<file path="config.mk">
export PLATFORM = sky130hd
export DESIGN_NAME = mux16_rr_arbiter
export DESIGN_NICKNAME = d
export VERILOG_FILES = /design/src/rtl/mux16_arb_pkg.sv /design/src/rtl/rr_pick16.sv /design/src/rtl/mux16_rr_arbiter.sv
export SDC_FILE = /design/constraint.sdc
export NUM_CORES = 1
export LEC_CHECK = 0
export ABC_CLOCK_PERIOD_IN_PS = 5200
export BUFFER_PORTS_ARGS = -buffer_cell sky130_fd_sc_hd__buf_2
export CAP_MARGIN = 20
export CORE_ASPECT_RATIO = 1.25
export CORE_MARGIN = 2
export CORE_UTILIZATION = 45
export DETAILED_ROUTE_END_ITERATION = 8
export PLACE_DENSITY = 0.66
export SLEW_MARGIN = 20
export SYNTH_ARGS = -nofsm -noshare
export SYNTH_HDL_FRONTEND = slang
export SYNTH_HIERARCHICAL = 1
export SYNTH_SLANG_ARGS = --single-unit
</file>
<file path="constraint.sdc">
create_clock -name clk -period 5.2 [get_ports clk]
set_input_delay 0.52 -clock clk [delete_from_list [all_inputs] [get_ports clk]]
set_output_delay 0.52 -clock clk [all_outputs]
set_load 0.005 [all_outputs]
</file>
<file path="src/rtl/mux16_arb_pkg.sv">
// Shared constants, FSM state type and small index helpers for the
// 16-input round-robin mux arbiter.
package mux16_arb_pkg;

    localparam int NUM_REQ = 16;
    localparam int SEL_W   = 4;
    localparam int CNT_W   = 4;

    typedef enum logic [1:0] {
        ST_IDLE   = 2'd0,
        ST_SETTLE = 2'd1,
        ST_HOLD   = 2'd2
    } arb_state_t;

    function automatic logic [NUM_REQ-1:0] sel_to_onehot(input logic [SEL_W-1:0] s);
        sel_to_onehot = {{(NUM_REQ-1){1'b0}}, 1'b1} << s;
    endfunction

    // Natural 4-bit overflow gives the 15 -> 0 wrap.
    function automatic logic [SEL_W-1:0] sel_inc(input logic [SEL_W-1:0] s);
        sel_inc = s + 4'd1;
    endfunction

endpackage

</file>
<file path="src/rtl/rr_pick16.sv">
// Combinational wrap-around search: first set request at or above the
// pointer, wrapping 15 -> 0.
module rr_pick16
    import mux16_arb_pkg::*;
(
    input  logic [NUM_REQ-1:0] i_req,
    input  logic [SEL_W-1:0]   i_ptr,
    output logic [SEL_W-1:0]   o_idx,
    output logic               o_found
);

    logic [SEL_W-1:0] w_cand;

    // Scan candidates ptr, ptr+1, ... and keep the first hit.
    always_comb begin
        o_idx   = i_ptr;
        o_found = 1'b0;
        w_cand  = i_ptr;
        for (int k = 0; k < NUM_REQ; k++) begin
            w_cand = i_ptr + SEL_W'(k);
            if (!o_found && i_req[w_cand]) begin
                o_found = 1'b1;
                o_idx   = w_cand;
            end else begin
            end
        end
    end

endmodule

</file>
<file path="src/rtl/mux16_rr_arbiter.sv">
// Round-robin arbiter driving an external 16:1 mux select, waiting for the
// mux to settle, then presenting a registered sample until acknowledged.
// Optional macro MUX16_ARB_PRIO0_EN gives input 0 fixed priority.
module mux16_rr_arbiter
    import mux16_arb_pkg::*;
#(
    parameter int SETTLE_CYC = 2
) (
    input  logic                 clk,
    input  logic                 rst_n,
    input  logic [NUM_REQ-1:0]   req,
    input  logic                 mux_out,
    output logic [SEL_W-1:0]     sel,
    output logic [NUM_REQ-1:0]   gnt,
    output logic                 data_out,
    output logic                 data_valid,
    input  logic                 ack,
    output logic                 busy
);

    localparam logic [CNT_W-1:0] SETTLE_LD = CNT_W'(SETTLE_CYC);

    arb_state_t         r_state;
    arb_state_t         w_state_nxt;
    logic [SEL_W-1:0]   r_ptr;
    logic [SEL_W-1:0]   w_ptr_nxt;
    logic [SEL_W-1:0]   r_sel;
    logic [SEL_W-1:0]   w_sel_nxt;
    logic [NUM_REQ-1:0] r_gnt;
    logic [NUM_REQ-1:0] w_gnt_nxt;
    logic               r_data_out;
    logic               w_data_out_nxt;
    logic               r_data_valid;
    logic               w_data_valid_nxt;
    logic [CNT_W-1:0]   r_cnt;
    logic [CNT_W-1:0]   w_cnt_nxt;
    logic               r_busy;

    logic [SEL_W-1:0]   w_rr_idx;
    logic               w_rr_found;
    logic [SEL_W-1:0]   w_pick_idx;
    logic [SEL_W-1:0]   w_ptr_adv;

    rr_pick16 u_pick (
        .i_req   (req),
        .i_ptr   (r_ptr),
        .o_idx   (w_rr_idx),
        .o_found (w_rr_found)
    );

`ifdef MUX16_ARB_PRIO0_EN
    // Input 0 pre-empts the rotation and never moves the pointer.
    assign w_pick_idx = req[0] ? 4'd0 : w_rr_idx;
    assign w_ptr_adv  = (r_sel == 4'd0) ? r_ptr : sel_inc(r_sel);
`else
    assign w_pick_idx = w_rr_idx;
    assign w_ptr_adv  = sel_inc(r_sel);
`endif

    // Next-state and next-output decode.
    always_comb begin
        w_state_nxt      = r_state;
        w_ptr_nxt        = r_ptr;
        w_sel_nxt        = r_sel;
        w_gnt_nxt        = r_gnt;
        w_data_out_nxt   = r_data_out;
        w_data_valid_nxt = r_data_valid;
        w_cnt_nxt        = r_cnt;
        case (r_state)
            ST_IDLE: begin
                if (w_rr_found) begin
                    w_sel_nxt   = w_pick_idx;
                    w_gnt_nxt   = sel_to_onehot(w_pick_idx);
                    w_cnt_nxt   = SETTLE_LD;
                    w_state_nxt = ST_SETTLE;
                end else begin
                    w_gnt_nxt        = '0;
                    w_data_valid_nxt = 1'b0;
                end
            end
            ST_SETTLE: begin
                // Withdrawn request aborts before any sample is taken.
                if (!req[r_sel]) begin
                    w_gnt_nxt   = '0;
                    w_cnt_nxt   = '0;
                    w_state_nxt = ST_IDLE;
                end else if (r_cnt <= 4'd1) begin
                    w_cnt_nxt        = '0;
                    w_data_out_nxt   = mux_out;
                    w_data_valid_nxt = 1'b1;
                    w_state_nxt      = ST_HOLD;
                end else begin
                    w_cnt_nxt = r_cnt - 4'd1;
                end
            end
            ST_HOLD: begin
                if (ack) begin
                    w_data_valid_nxt = 1'b0;
                    w_gnt_nxt        = '0;
                    w_ptr_nxt        = w_ptr_adv;
                    w_state_nxt      = ST_IDLE;
                end else begin
                    w_state_nxt = ST_HOLD;
                end
            end
            default: begin
                w_gnt_nxt        = '0;
                w_data_valid_nxt = 1'b0;
                w_cnt_nxt        = '0;
                w_state_nxt      = ST_IDLE;
            end
        endcase
    end

    // State and output registers.
    always_ff @(posedge clk or negedge rst_n) begin
        if (!rst_n) begin
            r_state      <= ST_IDLE;
            r_ptr        <= '0;
            r_sel        <= '0;
            r_gnt        <= '0;
            r_data_out   <= 1'b0;
            r_data_valid <= 1'b0;
            r_cnt        <= '0;
            r_busy       <= 1'b0;
        end else begin
            r_state      <= w_state_nxt;
            r_ptr        <= w_ptr_nxt;
            r_sel        <= w_sel_nxt;
            r_gnt        <= w_gnt_nxt;
            r_data_out   <= w_data_out_nxt;
            r_data_valid <= w_data_valid_nxt;
            r_cnt        <= w_cnt_nxt;
            r_busy       <= (w_state_nxt != ST_IDLE);
        end
    end

    assign sel        = r_sel;
    assign gnt        = r_gnt;
    assign data_out   = r_data_out;
    assign data_valid = r_data_valid;
    assign busy       = r_busy;

endmodule
</file>
== Yosys cells after proc, flatten, opt, wreduce, memory -nomap -nowiden ==
Cells that the tools add are included.

* $lt $le $gt $ge: 18
* Equality and inequality tests: 8
* Mux-type cells: 83
* Reduce and logical (&&, ||, !) cells: 38
* Div/mod/pow operators: 0
* Shifts and indexed selects: 1
* Add/subtract/negate cells: 17
* $mul: 0
* Bitwise gates (word level): 1

{| class="wikitable"
|+ Operator list
! kind !! number
|-
| 4-bit by 5-bit less-than comparator with 1-bit output (second input constant) || 17
|-
| 4-bit 2-to-1 mux || 18
|-
| 1-bit binary-select mux with 4-bit select || 17
|-
| 16-bit 2-to-1 mux || 3
|-
| 16-bit one-hot mux with 3 select lines || 1
|-
| 1-bit 2-to-1 mux || 37
|-
| 4-bit adder (second input constant) || 8
|-
| 4-bit by 3-bit adder with 4-bit output (second input constant) || 4
|-
| 1-bit by 4-bit left shift with 16-bit output (first input constant) || 1
|-
| 1-bit logical AND || 15
|-
| 1-bit zero test || 15
|-
| 4-bit one-hot mux with 3 select lines || 1
|-
| 2-bit inequality test (second input constant) || 5
|-
| 4-bit by 1-bit adder with 4-bit output (second input constant) || 2
|-
| 4-bit by 2-bit adder with 4-bit output (second input constant) || 2
|-
| 2-bit 2-to-1 mux || 4
|-
| 2-bit AND reduction || 4
|-
| 2-bit one-hot mux with 3 select lines || 1
|-
| 4-bit by 1-bit <= comparator with 1-bit output (second input constant) || 1
|-
| 4-bit AND reduction || 1
|-
| 4-bit by 1-bit subtractor with 4-bit output (second input constant) || 1
|-
| 1-bit one-hot mux with 3 select lines || 1
|-
| 3-bit AND reduction || 1
|-
| 2-bit by 1-bit == test with 1-bit output (second input constant) || 1
|-
| other kinds (5) || 5
|}

* Output and inout port bits: 23
* Memories: 0
* Bits in registers: 33
* Latch bits: 0
* ROM bits: 0
* RAM bits: 0
* Input bits: 20

== Longest topological paths before layout ==
Gate-level depths: netlist of the first run.

* Word-level depth: 51
* Depth in mapped cells: 20

== Hierarchy ==
Netlist of the first run, hierarchy kept.

{| class="wikitable"
|+ Modules (own cells, without submodules)
! module !! times used !! area an instance (um^2) !! cells an instance
|-
| rr_pick16 || 1 || 2331.0 || 254
|-
| mux16_rr_arbiter || 1 || 1614.0 || 149
|}

== Least setup slack after synthesis of the first run ==
No wires, ideal clock.

* Path type: reg-to-reg
* Start: register r_ptr[0]
* End: register r_gnt[13], in the netlist gnt[13]
* Slack: -0.320 ns
* Data required time: 5.078 ns
* Arrival time: 5.399 ns
* Clock period less this slack: 5.520 ns
* Stages on the path, launching flop included: 21
* Cell sequence: dfrtp_1 > buf_6 > buf_12 > buf_6 > buf_2 > inv_1 > ha_1 > buf_2 > mux4_2 > mux2_2 > mux2_2 > or4_4 > or4_4 > buf_6 > or4b_2 > nor2b_1 > and2_1 > clkbuf_1 > nand2_1 > nor2_1 > a32o_1

* Elaborated cells on any way between the ends: 111
* Classes of those cells: 15 x add/sub; 1 x shift; 65 x mux; 30 x reduce/logical

{| class="wikitable"
|+ RTL lines
! element !! line !! text
|-
| from (decl) || mux16_rr_arbiter.sv:25 || <nowiki>logic [SEL_W-1:0] r_ptr;</nowiki>
|-
| from (signal assigned) || mux16_rr_arbiter.sv:128 || <nowiki>r_ptr <= w_ptr_nxt;</nowiki>
|-
| parallel branches: the longest is 47 deep, another holds 4-bit by 1-bit adder with 4-bit output || - ||
|-
| 1-bit 2-to-1 mux * || rr_pick16.sv:21 || <nowiki>if (!o_found && i_req[w_cand]) begin</nowiki>
|-
| via w_rr_found || mux16_rr_arbiter.sv:40 || <nowiki>logic w_rr_found;</nowiki>
|-
| 16-bit 2-to-1 mux * || mux16_rr_arbiter.sv:71 || <nowiki>if (w_rr_found) begin</nowiki>
|-
| 16-bit one-hot mux with 3 select lines * || mux16_rr_arbiter.sv:69 || <nowiki>case (r_state)</nowiki>
|-
| to (signal assigned) || mux16_rr_arbiter.sv:130 || <nowiki>r_gnt <= w_gnt_nxt;</nowiki>
|-
| to (decl) || mux16_rr_arbiter.sv:29 || <nowiki>logic [NUM_REQ-1:0] r_gnt;</nowiki>
|}

Mark *: on every way through the listed nets, which the timed path passes. The select of a mux whose other input is x is not followed.
A chain may end at the register's enable or synchronous reset.

== Worst setup path after layout of the first run ==
* Start: register r_ptr[0]
* End: register r_gnt[5], in the netlist gnt[5]

* Word-level cells in the longest chain between the ends: 51
* Elaborated cells on any way between the ends: 111
* Classes of those cells: 15 x add/sub; 1 x shift; 65 x mux; 30 x reduce/logical

{| class="wikitable"
|+ RTL lines
! element !! line !! text
|-
| parallel branches: the longest is 47 deep, another holds 4-bit by 1-bit adder with 4-bit output || - ||
|-
| 4-bit 2-to-1 mux * || rr_pick16.sv:21 ||
|-
| via w_pick_idx[1] || mux16_rr_arbiter.sv:41 || <nowiki>logic [SEL_W-1:0] w_pick_idx;</nowiki>
|-
| 1-bit by 4-bit left shift with 16-bit output * || mux16_arb_pkg.sv:16 || <nowiki>sel_to_onehot = {{(NUM_REQ-1){1'b0}}, 1'b1} << s;</nowiki>
|-
| 16-bit 2-to-1 mux * || mux16_rr_arbiter.sv:71 ||
|-
| 16-bit one-hot mux with 3 select lines * || mux16_rr_arbiter.sv:69 ||
|}

Marked as above.

==> summary.txt, run 1 <==
Clock tree
  • Resize count post-CTS: 0
  • Root Buffer: clkbuf_8
  • Num CTS Buffers: 5
  • Clock slew at reported path FFs: approximately 0.080 ns
  • Skew-Pair Late Insertion Delay: ~0.30 ns
  • CTS tree: built
  • Setup bufs post-CTS: 0
  • Clock buffer depth: 2
  • Cts hold-fix bufs: 0
  • Clk sink count: 33
  • H-tree levels: 2

Global routing
  • Remaining Overflow, GRT: 0
  • First-pass GRT wire length: roughly 19000 µm
  • Initial antenna violation count: 0
  • Vias in the first global route: about 3700
  • Largest net degree at the start of global routing: 34
  • Total GRT Usage: 26.1%

STA
  • Fin. max-slew vios: 0
  • Slew @ Worst Pin: approximately 0.72 ns
  • Post-Route Skew: about 0.011 ns
  • Final setup vio count: 0
  • Final cycle utilization of the critical path: 94.3%
  • Final TNS setup: 0 ns
  • Worst rel slew slack: 52.2%
  • Min setup slack post-route: between 0.2 and 0.3 ns
  • Max frequency: 204 MHz
  • Tmin final: around 5 ns
  • Unrepaired setup endpoints after global routing: no
  • Final hold viol count: 0

Floorplanning
  • Num ports: 43
  • Initial Util: a little under half
  • Row count: 38
  • Die Y: between 100 and 150 µm
  • Area of the core: roughly 8600 µm²
  • Die Wd: slightly below 90 µm
  • Die Area: 9540 µm²

Detailed routing
  • Drt total wl: about 12000 µm
  • DR pass1 iterations: 5
  • DRC violations left: 0
  • Total number of vias: 3678
  • Iter 0 DRT Violations: about 270
  • Drt wl/cell: about 21 µm
  • Vias/cell: between 6 and 7
  • Final ANT Viol Nets: 0

Final layout
  • Share of layout cells above drive strength 1: roughly 28%
  • Area grow syn2layout: 12.8%
  • Post-layout util: between 50 and 60%
  • Nets: ~480
  • Final cell count without fillers: 572
  • # diodes: 0

Yosys
  • Post-synthesis mux area share: a little under a third
  • Post-synth EDFFs: 0
  • Top-area cell type share of the netlist area: between 20% and 30%
  • Simple-Gate Fraction of Synth Area: ~18%
  • Flops & latches, synth: 33
  • Gate Count Post-Synth: just over 400
  • Synth Net Count: ~430
  • Mean Syn Cell Area: approximately 9.8 µm²
  • Main flop type after synthesis: dfrtp_1
  • Async SR Flop Fraction: 100%
  • Largest family of logic cells by synthesized area: multiplexers
  • Synthesis Warnings: 6
  • Compound-gate portion of the synthesized area: 20.3%
  • Post-Synth XOR/XNOR Area: under 10%
  • Fraction of the yosys area taken by sequential cells: between 20% and 30%
  • Top area cells in the synthesized netlist: dfrtp_1 21%, mux4_2 11%, mux2i_1 7.6%
  • Yosys cell types: 70
  • Mapped Area: between 3000 and 4000 µm²
  • Synth area leader: dfrtp_1
  • Adder-cell area share of the yosys netlist: between 3 and 4%

Min path
  • Worst hold path class: in -> async

Worst setup path
  • Crit Path Category: reg -> reg
  • R2r setup slk: approximately 0.29 ns
  • Req. time, crit path: about 5.4 ns
  • Worst Path Max Fanout: 24
  • WP data arrival: around 5.1 ns
  • Worst Setup Start Kind: register
  • CP endpoint kind: register

Placement
  • Routability cong.: 0.923
  • Port bufs: 42
  • DPL Wire Length: about 9100 µm
  • Setup WS pre-CTS: 0.344 ns
  • Inst Count DP: 564

Run status
  • Status: completed

Job
  • Max-cap viol count: 0
[critical path, stage by stage (launching register included)]
cell and delay (ns):
dfrtp_1 0.35, buf_4 0.32, buf_4 0.29, mux2_2 0.39, mux4_2 0.50, mux2_4 0.32, or4_4 0.58, or4_4 0.50
nor3_1 0.41, nor2_1 0.09, a31o_1 0.22, a21boi_2 0.19, nor3_1 0.43, a32o_1 0.23
[per-layer routing]
layer  share of wire, %  track usage (%)  up-vias
met5                  0                0        -
li1                   -                -     1687
met3                4.6             2.88       47
met2                 51             45.6      161
met4                6.7             16.8        0
met1                 38             29.7     1783
[logic make-up (layout without fill, tap and decap cells)]
logic type               Yosys count  count (layout)
flip-flops                        33              33
AND/OR/NAND/NOR                  130             130
multiplexers                      79              79
XOR/XNOR                          13              13
buffers and inverters             32              81
adder cells (fa/ha/maj)           10              10
AO/OA/AOI/OAI                    106             106
[through the flow]
stage	hold slack, ns	cell area (µm²)
final	0.273	4450
after global routing	0.343	4450
after CTS	0.291	4450
after detailed placement	0.466	4330
after global placement	0.455	4330
after floorplan	0.224	3980
[Yosys cell counts (7+ instances only)]
cell       count
mux4_1         9
dfrtp_1       33
nor2b_1        9
nand2b_1       8
nor2_1        23
nand3_1       12
mux4_2        19
mux2_2        16
a21oi_1       15
a22oi_1        9
xnor2_1        7
ha_1          10
clkbuf_1       8
a22o_1         9
o21ai_0       15
nor3_1        12
mux2i_1       30
nand2_1       31
inv_1         10
o2bb2ai_1      7
[layout make-up]
| class | instances | area (µm²) |
|---|---|---|
| Fill cell | 768 | 4160 |
| Inverter | 12 | 45.0 |
| Sequential cell | 33 | 826 |
| Timing Repair Buffer | 61 | 353 |
| Clock inverter | 1 | 30.0 |
| Multi-Input combinational cell | 338 | 2960 |
| Tap cell | 120 | 150 |
| Clock buffer | 7 | 86.3 |
[final timing paths]
path | startpoint | depth (start not counted) | to
max reg2reg | r_ptr[0] | 13 | gnt[5]
min reg2reg | gnt[10] | 1 | gnt[10]
max in group asynchronous | rst_n | 1 | data_out
min in group clk | mux_out | 2 | data_out
min | rst_n | 1 | r_ptr[2]
max | r_ptr[0] | 13 | gnt[5]
[sequential cells by signal (all words and copies together), names as in the netlist]
name        cells
busy            1
sel             4
r_ptr           4
r_cnt           4
r_state         2
gnt            16
data_valid      1
data_out        1
[layout by cell type, fill, tap and decap left out, drive strengths merged, types with 5 or more instances in the layout]
master,instances
dfrtp,33
nor2b,9
clkbuf,7
nand2,31
nand2b,8
or3,6
o2bb2ai,7
xor2,6
mux2i,30
xnor2,7
buf,61
a32o,5
a21o,5
nand3,15
a21oi,16
ha,10
mux2,21
inv,10
o21ai,16
nor3,13
a22oi,9
mux4,28
a211oi,5
and2,7
nor2,23
a22o,9
Power of run 1 is left out: the tool's default activity adds up to more than one toggle a clock period on the data nets, which glitch-free logic cannot reach.
==> inputs of run 2 (changes only) <==
- CAP_MARGIN: 20 -> default
- PLACE_DENSITY: 0.66 -> 0.67
==> run 2 against run 1 <==
Compared with the run above:
- register-to-register slack got worse by 0.06 ns
- clock-buffer cell count fell by 2
- utilization fell by 0.29 points
- setup slack got worse by 0.064 ns
- hold slack improved by 0.0068 ns
==> summary.txt, run 2 (synthesis gave the netlist of run 1 again) <==
Worst setup path
  • Req. time, crit path: 5.43 ns (about the same)
  • CP peak stage delay: 0.57 ns (about the same)
  • Worst Path Max Fanout: 8 (-67%)
  • CP endpoint kind: register
  • R2R Path Start: r_ptr[1]
  • Worst Setup Start Kind: register
  • R2r setup slk: 0.23 ns (-0.06 ns)
  • Crit Path Category: reg -> reg
  • WP data arrival: 5.20 ns (+0.07 ns)
  • Crit-path cells: clkinv_1 -> ha_1 -> mux4_2 -> mux2_2 -> mux2_4 -> or4_4 -> or4_4 -> nor3_1 -> nor2_1 -> a31o_1 -> a21boi_2 -> nor3_1 -> a32o_1
  • Reg2reg path depth: 13 (unchanged)
  • CP max stage cell: mux4_2
  • Worst R2R End: gnt[5]

Floorplanning
  • Num ports: 43 (unchanged)
  • Die Area: 9540 µm² (unchanged)
  • Initial Util: 45.8% (unchanged)
  • Row count: 38 (unchanged)
  • Die Y: 109 µm (unchanged)
  • Area of the core: 8610 µm² (unchanged)
  • Die Wd: 87.7 µm (unchanged)

Clock tree
  • Clk sink count: 33 (unchanged)
  • Clock slew at reported path FFs: 0.07 ns (about the same)
  • Cts hold-fix bufs: 0 (unchanged)
  • Resize count post-CTS: 0 (unchanged)
  • CTS tree: built
  • H-tree levels: 2 (unchanged)
  • Num CTS Buffers: 5 (unchanged)
  • Setup bufs post-CTS: 0 (unchanged)
  • Root Buffer: clkbuf_8
  • Skew-Pair Late Insertion Delay: 0.29 ns (about the same)
  • Clock buffer depth: 2 (unchanged)

Final layout
  • Area grow syn2layout: 12.1%
  • Nets: 480 (-0.21%)
  • Post-route cell area: 4420 µm² (-0.56%)
  • Sequential Area: 826 µm² (unchanged)
  • Layout fillers: 799 (+4.0%)
  • Most frequent cells in the layout: 42 x buf_2, 33 x dfrtp_1, 31 x nand2_1, 30 x mux2i_1, 23 x nor2_1
  • Most common cell after layout, fill and taps aside: buf_2
  • # diodes: 0 (unchanged)
  • Area occupied by multi-input gates: 2960 µm² (unchanged)
  • Share of layout cells above drive strength 1: 28.2% (+0.062 points)
  • Final cell count without fillers: 571 (-0.17%)
  • Max FFs per register: 16 (unchanged)

Global routing
  • Initial antenna violation count: 0 (unchanged)
  • Largest net degree at the start of global routing: 36 (+5.9%)
  • Total GRT Usage: 25.6% (-0.44 points)
  • First-pass GRT wire length: 18700 µm (-1.5%)
  • Vias in the first global route: 3600 (-2.0%)
  • Remaining Overflow, GRT: 0 (unchanged)

Job
  • Max-cap viol count: 0 (unchanged)

STA
  • Unrepaired setup endpoints after global routing: no
  • Slew @ Worst Pin: 0.709 ns (-0.00764 ns)
  • Fin. max-slew vios: 0 (unchanged)
  • Final hold viol count: 0 (unchanged)
  • Tmin final: 4.97 ns (+0.0640 ns)
  • Post-Route Skew: 0.00895 ns (-0.00230 ns)
  • Final cycle utilization of the critical path: 95.6% (+1.2 points)
  • Final setup vio count: 0 (unchanged)
  • Final TNS setup: 0 ns (unchanged)
  • Final hold slack: 0.280 ns (+0.00684 ns)
  • Max frequency: 201 MHz (-1.3%)
  • Worst rel slew slack: 52.7% (+0.51 points)

Detailed routing
  • DR pass1 iterations: 5 (unchanged)
  • Drt wl/cell: 20.7 µm (-0.49%)
  • Final ANT Viol Nets: 0 (unchanged)
  • Drt total wl: 11800 µm (-0.67%)
  • Iter 0 DRT Violations: 294 (+11%)
  • DRC violations left: 0 (unchanged)
  • Total number of vias: 3680 (+0.054%)
  • Vias/cell: 6.44 (+0.23%)

Placement
  • Routability cong.: 0.946 (+2.5%)
  • Area after DPL: 4340 µm² (+0.12%)
  • Port bufs: 42 (unchanged)
  • Inst Count DP: 563 (-0.18%)
  • DPL Wire Length: 9040 µm (-0.62%)

Run status
  • Status: completed

Min path
  • Worst hold path class: in -> async
==> run 2: worst max-delay path: cells and delay by family (launching register included) <==
family | cells | cell delay, ns
simple gates | 5 | 1.98
mux | 3 | 1.21
compound gates | 3 | 0.63
fa+ha+maj | 1 | 0.51
flops | 1 | 0.44
buf+inv | 1 | 0.12
==> run 2: per-layer routing <==
layer,vias up,routed length [µm],GRT usage (%)
met4,0,575,14.1
li1,1690,-,-
met3,35,517,2.65
met2,138,6020,44.8
met5,-,0,0
met1,1817,4680,30.5
==> run 2: stage by stage <==
step	util (%)	setup slack, ns
final	51.4	0.231
after detailed placement	50.4	0.292
after floorplan	-	0.0769
after CTS	51.4	0.261
after global placement	50.4	0.406
after global routing	51.4	0.0262
==> run 2: final cells by class <==
cell class | instances | area share (%)
Timing Repair Buffer | 60 | 8.09
Inverter | 12 | 1.02
Multi-Input combinational cell | 338 | 66.9
Clock buffer | 5 | 1.56
Clock inverter | 3 | 0.396
Sequential cell | 33 | 18.7
Tap cell | 120 | 3.39
==> run 2: worst max path at each step <==
stage	slack [ns]	endpoint	cells past startpoint	from
2_1_floorplan	0.08	gnt[13]	20	r_ptr[0]
3_3_place_gp	0.41	gnt[5]	13	r_ptr[1]
3_5_place_dp	0.29	gnt[5]	13	r_ptr[1]
4_1_cts	0.26	gnt[5]	13	r_ptr[1]
5_1_grt	0.03	gnt[5]	13	r_ptr[1]
6_report	0.23	gnt[5]	13	r_ptr[1]
Power of run 2 is left out for the same reason.
